$ cat src/rtl/lut_bootstrap_loader.sv
// Streams bytes into an asynchronous LUT SRAM at addresses 0..DEPTH-1 with setup/strobe/hold timing on N_WE.
// When idle, the system read path (SYS_ADDR, SYS_N_OE) passes through to the LUT.
module lut_bootstrap_loader #(
    parameter int unsigned ADDR_W        = 12,
    parameter int unsigned DATA_W        = 8,
    parameter int unsigned SETUP_CYCLES  = 1,
    parameter int unsigned STROBE_CYCLES = 2,
    parameter int unsigned HOLD_CYCLES   = 1
) (
    input  logic              CLK,
    input  logic              RST,
    input  logic              START,
    input  logic              ABORT,
    input  logic              IN_VALID,
    output logic              IN_READY,
    input  logic [DATA_W-1:0] IN_BYTE,
    input  logic [ADDR_W-1:0] SYS_ADDR,
    input  logic              SYS_N_OE,
    output logic [ADDR_W-1:0] LUT_ADDR,
    output logic [DATA_W-1:0] LUT_DATA,
    output logic              LUT_N_WE,
    output logic              LUT_N_OE,
    output logic              BUSY,
    output logic              DONE,
    output logic              ERR,
    output logic [DATA_W-1:0] CHECKSUM
);

    localparam int unsigned PH_W = 8;
    localparam logic [PH_W-1:0]   SETUP_LAST  = PH_W'(SETUP_CYCLES - 1);
    localparam logic [PH_W-1:0]   STROBE_LAST = PH_W'(STROBE_CYCLES - 1);
    localparam logic [PH_W-1:0]   HOLD_LAST   = PH_W'(HOLD_CYCLES - 1);
    localparam logic [ADDR_W-1:0] ADDR_LAST   = '1;

    typedef enum logic [2:0] {
        S_IDLE      = 3'd0,
        S_WAIT_BYTE = 3'd1,
        S_SETUP     = 3'd2,
        S_STROBE    = 3'd3,
        S_HOLD      = 3'd4,
        S_FINISH    = 3'd5
    } state_e;

    state_e              state_q, state_d;
    logic [PH_W-1:0]     ph_q, ph_d;
    logic [ADDR_W-1:0]   cnt_q, cnt_d;
    logic [ADDR_W-1:0]   addr_q, addr_d;
    logic [DATA_W-1:0]   data_q, data_d;
    logic [DATA_W-1:0]   csum_q, csum_d;
    logic                done_q, done_d;
    logic                err_q, err_d;
    logic                abort_pend_q, abort_pend_d;
    logic                n_we_q, n_we_d;
    logic                busy_q, busy_d;
    logic                in_ready_q, in_ready_d;

    // State and datapath registers
    always_ff @(posedge CLK) begin
        if (RST) begin
            state_q      <= S_IDLE;
            ph_q         <= '0;
            cnt_q        <= '0;
            addr_q       <= '0;
            data_q       <= '0;
            csum_q       <= '0;
            done_q       <= 1'b0;
            err_q        <= 1'b0;
            abort_pend_q <= 1'b0;
            n_we_q       <= 1'b1;
            busy_q       <= 1'b0;
            in_ready_q   <= 1'b0;
        end else begin
            state_q      <= state_d;
            ph_q         <= ph_d;
            cnt_q        <= cnt_d;
            addr_q       <= addr_d;
            data_q       <= data_d;
            csum_q       <= csum_d;
            done_q       <= done_d;
            err_q        <= err_d;
            abort_pend_q <= abort_pend_d;
            n_we_q       <= n_we_d;
            busy_q       <= busy_d;
            in_ready_q   <= in_ready_d;
        end
    end

    // Next-state logic; registered outputs are derived from the next state
    always_comb begin
        state_d      = state_q;
        ph_d         = ph_q;
        cnt_d        = cnt_q;
        addr_d       = addr_q;
        data_d       = data_q;
        csum_d       = csum_q;
        done_d       = done_q;
        err_d        = err_q;
        abort_pend_d = abort_pend_q;

        case (state_q)
            S_IDLE, S_FINISH: begin
                if (START) begin
                    state_d      = S_WAIT_BYTE;
                    cnt_d        = '0;
                    csum_d       = '0;
                    done_d       = 1'b0;
                    err_d        = 1'b0;
                    abort_pend_d = 1'b0;
                end
            end
            S_WAIT_BYTE: begin
                if (ABORT) begin
                    state_d = S_FINISH;
                    err_d   = 1'b1;
                end else if (IN_VALID && in_ready_q) begin
                    addr_d  = cnt_q;
                    data_d  = IN_BYTE;
                    csum_d  = csum_q + IN_BYTE;
                    ph_d    = '0;
                    state_d = S_SETUP;
                end
            end
            S_SETUP: begin
                // Abort here cancels the write before N_WE ever falls
                if (ABORT) begin
                    state_d = S_FINISH;
                    err_d   = 1'b1;
                end else if (ph_q == SETUP_LAST) begin
                    ph_d    = '0;
                    state_d = S_STROBE;
                end else begin
                    ph_d = ph_q + PH_W'(1);
                end
            end
            S_STROBE: begin
                if (ABORT) begin
                    abort_pend_d = 1'b1;
                end
                if (ph_q == STROBE_LAST) begin
                    ph_d    = '0;
                    state_d = S_HOLD;
                end else begin
                    ph_d = ph_q + PH_W'(1);
                end
            end
            S_HOLD: begin
                if (ph_q == HOLD_LAST) begin
                    if (abort_pend_q || ABORT) begin
                        state_d = S_FINISH;
                        err_d   = 1'b1;
                    end else if (cnt_q == ADDR_LAST) begin
                        state_d = S_FINISH;
                        done_d  = 1'b1;
                    end else begin
                        cnt_d   = cnt_q + ADDR_W'(1);
                        state_d = S_WAIT_BYTE;
                    end
                end else begin
                    ph_d = ph_q + PH_W'(1);
                    if (ABORT) begin
                        abort_pend_d = 1'b1;
                    end
                end
            end
            default: begin
                state_d = S_IDLE;
            end
        endcase

        busy_d     = (state_d == S_WAIT_BYTE) || (state_d == S_SETUP) ||
                     (state_d == S_STROBE) || (state_d == S_HOLD);
        in_ready_d = (state_d == S_WAIT_BYTE);
        n_we_d     = (state_d != S_STROBE);
    end

    // Read path passes through only when no load is running, so N_OE and N_WE are never both low
    assign LUT_ADDR = busy_q ? addr_q : SYS_ADDR;
    assign LUT_N_OE = busy_q | SYS_N_OE;
    assign LUT_DATA = data_q;
    assign LUT_N_WE = n_we_q;
    assign BUSY     = busy_q;
    assign DONE     = done_q;
    assign ERR      = err_q;
    assign IN_READY = in_ready_q;
    assign CHECKSUM = csum_q;

endmodule

$ cat config.mk
export PLATFORM = sky130hd
export DESIGN_NAME = lut_bootstrap_loader
export DESIGN_NICKNAME = d
export VERILOG_FILES = /design/src/rtl/lut_bootstrap_loader.sv
export SDC_FILE = /design/constraint.sdc
export NUM_CORES = 1
export LEC_CHECK = 0
export BUFFER_PORTS_ARGS = -buffer_cell sky130_fd_sc_hd__buf_2
export CORE_AREA = 3 3 73 93
export DETAILED_ROUTE_END_ITERATION = 16
export DIE_AREA = 0 0 76 96
export PLACE_DENSITY = 0.81
export SLEW_MARGIN = 20
export SYNTH_ARGS = -nofsm -noshare
export SYNTH_HDL_FRONTEND = slang
export SYNTH_SLANG_ARGS = --single-unit
export TNS_END_PERCENT = 20
$ cat constraint.sdc
create_clock -name CLK -period 2.1 [get_ports CLK]
set_input_delay 0 -clock CLK [delete_from_list [all_inputs] [get_ports CLK]]
set_output_delay 0 -clock CLK [all_outputs]
set_load 0.005 [all_outputs]
; Word-level counts from Yosys, hierarchy flattened
; Index checks and enable logic that the tools add are counted.
[totals]
ff_bits = 57
in_bits = 26
word_cells = 100
[classes]
addsub = 3
n_eq_ne = 23
n_mux = 39
n_bitwise = 2
n_reduce_logical = 21
[op_table]
columns = cell, count
row1 = $mux 8, 9
row2 = $mux 12, 5
row3 = $pmux 8 s4, 1
row4 = $mux 3, 9
row5 = $pmux 12 s2, 1
row6 = $ne 2x2->1 const B, 10
row7 = $reduce_and 5->1, 4
row8 = $pmux 8 s2, 1
row9 = $pmux 3 s5, 1
row10 = $add 12x1->12 const B, 1
row11 = $eq 12x12->1 const B, 1
row12 = $eq 3x2->1 const B, 4
row13 = $eq 3x3->1 const B, 3
row14 = $mux 1, 9
row15 = $add 8x1->8 const B, 1
row16 = $add 8x8->8, 1
row17 = $eq 8x1->1 const B, 1
row18 = $logic_not 8->1, 1
row19 = $eq 3x1->1 const B, 2
row20 = $pmux 1 s3, 2
row21 = $reduce_and 3->1, 2
row22 = $reduce_bool 3->1, 2
row23 = $logic_or 1x1->1, 4
row24 = $reduce_and 4->1, 1
row25 = other kinds (10), 12

; Logic depth before layout (Yosys ltp)
[depth]
depth_word = 9
depth_mapped = 8
ltp_nobuf = 8

; Worst setup path before layout
; OpenSTA, ideal clock, no wires.
[synth_path]
kind = flip-flop to flip-flop
start = register csum_q[1], in the netlist CHECKSUM[1]
end = register csum_q[7], in the netlist CHECKSUM[7]
setup_ns = 0.074
arrival_ns = 1.770
t_required_ns = 2.026
slack_ns = 0.255
path_stages_with_launch = 8
path_buffers = 0
cell_sequence = dfxtp_1 ha_1 a21oi_1 o211ai_1 o41ai_1 xor2_1 or3_1 a31oi_1
[synth_via]
elab_chain_cells = 4
[synth_rtl]
columns = item, line_no
row1 = start: declaration, 49  ; logic [DATA_W-1:0] csum_q, csum_d;
row2 = start signal: assignment, 78  ; csum_q <= csum_d;
row3 = $add 8x8->8, 118  ; csum_d = csum_q + IN_BYTE;
row4 = $mux 8, 115  ; end else if (IN_VALID && in_ready_q) begin
row5 = $mux 8, 112  ; if (ABORT) begin
row6 = $pmux 8 s2, 100  ; case (state_q)
; Every way passes these cells. The select of a mux whose other input is x is not followed.
; A chain may end at the register's enable or synchronous reset.

; Worst setup path after layout
[layout_path]
start = input IN_BYTE[0]
end = register csum_q[6], in the netlist CHECKSUM[6]
[layout_via]
elab_chain_cells = 4
[layout_rtl]
columns = item, line_no
row1 = start: declaration, 16  ; input logic [DATA_W-1:0] IN_BYTE,
row2 = $add 8x8->8, 118
row3 = $mux 8, 115
row4 = $mux 8, 112
row5 = $pmux 8 s2, 100
; Every way passes these cells. The select of a mux whose other input is x is not followed.

==> impl_metrics.env <==
export IMPL_hold_slack_ns=0.0141
export IMPL_relSlewSlack_pct=59.0
export IMPL_routed_wl_um=7510
export IMPL_drv_slew=0
export IMPL_setup_viol=0
export IMPL_fin_setup_tns_ns=0
export IMPL_synth_edff_count=0
export IMPL_syn_avg_cell_area_um2=8.48
export IMPL_yosysMostFrequentCell="dfxtp_1"
export IMPL_synth_yosys_seq_area_share_pct=38.4
export IMPL_finalWorstPathRequiredPeriod_ns=1.96
export IMPL_vias=2843
export IMPL_initialDrtViolationCount=169
export IMPL_leakagePower_nw=1.53
export IMPL_die_area_um2=7300
export IMPL_r2r_start="CHECKSUM[0]"
export IMPL_ir_worst_vdd_v=0.000545
export IMPL_synth_top_area_share_pct=38.4
export IMPL_multi_input_area_um2=1770
export IMPL_worst_path_max_delay_cell="dlygate4sd3_1"
export IMPL_setup_ws_ns=0.137
export IMPL_fin_worst_skew_ns=0.0109
export IMPL_grt_pass1_wl_um=12000
export IMPL_critPathMaxStageDelay_ns=0.54
export IMPL_cts_reportedPaths_clkPinSlew_ns=0.07
export IMPL_io_pins=60
export IMPL_io_buffers=59
export IMPL_critPathArrivalTime_ns=2.19
export IMPL_die_w_um=76
export IMPL_synthesis_nets=389
export IMPL_synthToLayoutAreaGrowth_pct=26.3
export IMPL_clock_tree_buffer_depth=2
export IMPL_grt_max_degree=29
export IMPL_worstPathRequired_ns=2.33
export IMPL_setup_worst_path_start="IN_BYTE[0]"
export IMPL_n_antenna_cell=0
export IMPL_synth_seq_cells=57
export IMPL_clkLatencyLatePin_ns=0.35
export IMPL_outcome="complete, no violations"
export IMPL_crit_chain="dlygate4sd3_1, buf_2, ha_1, fa_1, a21o_1, a21oi_2, o21ai_0, xor2_1, a22oi_1, nor2_1"
export IMPL_regArea_um2=1140
export IMPL_final_util_pct=62.1
export IMPL_period_share_pct=93.5
export IMPL_gp_congestion=0.890
export IMPL_cts_sinks=57
export IMPL_ant_nets=0
export IMPL_tightest_slew_ns=0.614
export IMPL_post_route_drc_count=0
export IMPL_synthesis_instances=351
export IMPL_max_cap_violations=0
export IMPL_antenna_found_initial=0
export IMPL_end_kind="flip-flop"
export IMPL_overflow=0
export IMPL_syn_cell_area_um2=2980
export IMPL_synth_top_cells_by_count="57 x dfxtp_1, 56 x nand2_1, 38 x nor2_1"
export IMPL_rsz0062_at_grt="false"
export IMPL_wl_per_cell_um=14.5
export IMPL_vias_per_cell=5.48
export IMPL_synthArstFlopShare_pct=0
export IMPL_min_from="RST"
export IMPL_path_class="in2reg"
export IMPL_place_ws_ns=0.109
export IMPL_fill_cells=491
export IMPL_synth_cell_types=53
export IMPL_drive_gt1_share_pct=27.2
export IMPL_fmax_ghz=0.509
export IMPL_cts_buffers=9
export IMPL_grt_use_total_pct=20.4
export IMPL_hp_class="in2reg"
export IMPL_power_density_nw_per_um2=775
export IMPL_cts_tree="built"
export IMPL_die_y_um=96
export IMPL_cts_root_buf="clkbuf_8"
export IMPL_grt_pass1_vias=2722
export IMPL_initial_core_util_pct=49.2
export IMPL_synth_area_leaders="dfxtp_1 38%, nand2_1 7.1%, a21oi_1 5.9%, xor2_1 5.6%, nor2_1 4.8%"
export IMPL_htree_levels=3
export IMPL_hpwlAfterDp_um=5190
export IMPL_path_max_fanout=2
export IMPL_yosysWarningCount=0
export IMPL_num_rows=32
export IMPL_yosysTopAreaCell="dfxtp_1"
export IMPL_finalHoldViolCount=0
export IMPL_firstDrtPassIters=4
export IMPL_startpoint_type="input pin"
export IMPL_core_um2=6050
export IMPL_layout_nets=467
export IMPL_ys_flop_type="dfxtp_1"
power breakdown:
group / leakage (nW) / switching [mW] / internal (mW)
registers: 0.461 / 0.0560 / 1.12
clock network: 0.110 / 0.483 / 0.677
logic: 0.957 / 0.305 / 0.277
total: 1.53 / 0.844 / 2.07
final timing paths:
path,to,slack (ns),cells past startpoint
max,CHECKSUM[6],0.14,10
min,addr_q[4],0.01,2
max reg2reg,CHECKSUM[6],0.15,8
min reg2reg,LUT_DATA[2],0.45,2
area by class of cell:
type	instances	area share (%)
inverters	5	0.500
clock inverters	7	2.73
clock buffers	9	3.30
flip-flops and latches	57	30.4
multi-input cells	273	47.1
well taps	85	2.83
repair buffers	83	13.2
metrics by stage:
stage / power (mW) / std cells / cell area, um^2
2_1_floorplan: 1.55 / 351 / 2980
3_3_place_gp: 1.74 / 494 / 3420
3_5_place_dp: 1.75 / 494 / 3420
4_1_cts: 2.92 / 518 / 3730
5_1_grt: 3.03 / 519 / 3760
6_report: 2.91 / 519 / 3760
worst max-delay path, delay by kind of cell:
family / cells / cell delay (ns)
adder cells (fa/ha/maj): 2 / 0.64
XOR/XNOR: 1 / 0.15
buffers and inverters: 2 / 0.67
AO/OA/AOI/OAI: 4 / 0.69
AND/OR/NAND/NOR: 1 / 0.05
logic make-up (layout without fill, tap and decap cells):
logic type | count (synthesis) | in the layout | share of synthesized area, %
mux | 13 | 13 | 4.88
xor+xnor | 26 | 26 | 7.65
fa+ha+maj | 12 | 12 | 5.30
buf+inv | 21 | 104 | 3.11
flops | 57 | 57 | 38.4
simple gates | 147 | 147 | 24.0
compound gates | 75 | 75 | 16.7
repair_timing:
item / 4_1_cts / 5_1_grt
resized for setup: 0 / 5
setup endpoints to repair: 0 / 11
setup buffers: 0 / 1
endpoints found under the hold margin: 8 / 0
hold buffers: 8 / 0
registers in the layout, summed over array words and instances (netlist names):
signal	cells
DONE	1
ph_q	8
LUT_DATA	8
ERR	1
BUSY	1
IN_READY	1
cnt_q	12
abort_pend_q	1
CHECKSUM	8
addr_q	12
state_q	3
LUT_N_WE	1
layout by cell type (no fill, tap or decap), types with 8 or more instances in the layout:
master         synthesis  layout
xor2_1                19      19
a21oi_1               35      34
mux2_2                12      12
nand2_1               56      56
nand4_1                9       9
ha_1                  11      11
dlygate4sd3_1          0       8
nand3_1               12      12
dfxtp_1               57      57
buf_2                  5      59
clkbuf_8               0       9
nor2_1                38      37
buf_4                  2      16
metal layers:
layer  vias up  GRT usage [%]  share of wire [%]
li1       1394              -                  -
met1      1338           22.2                 40
met2        91           37.7                 52
met3        20           3.46                4.7
met4         0           11.9                2.8
met5         -              0                  0
(Power assumes the default switching activity.)
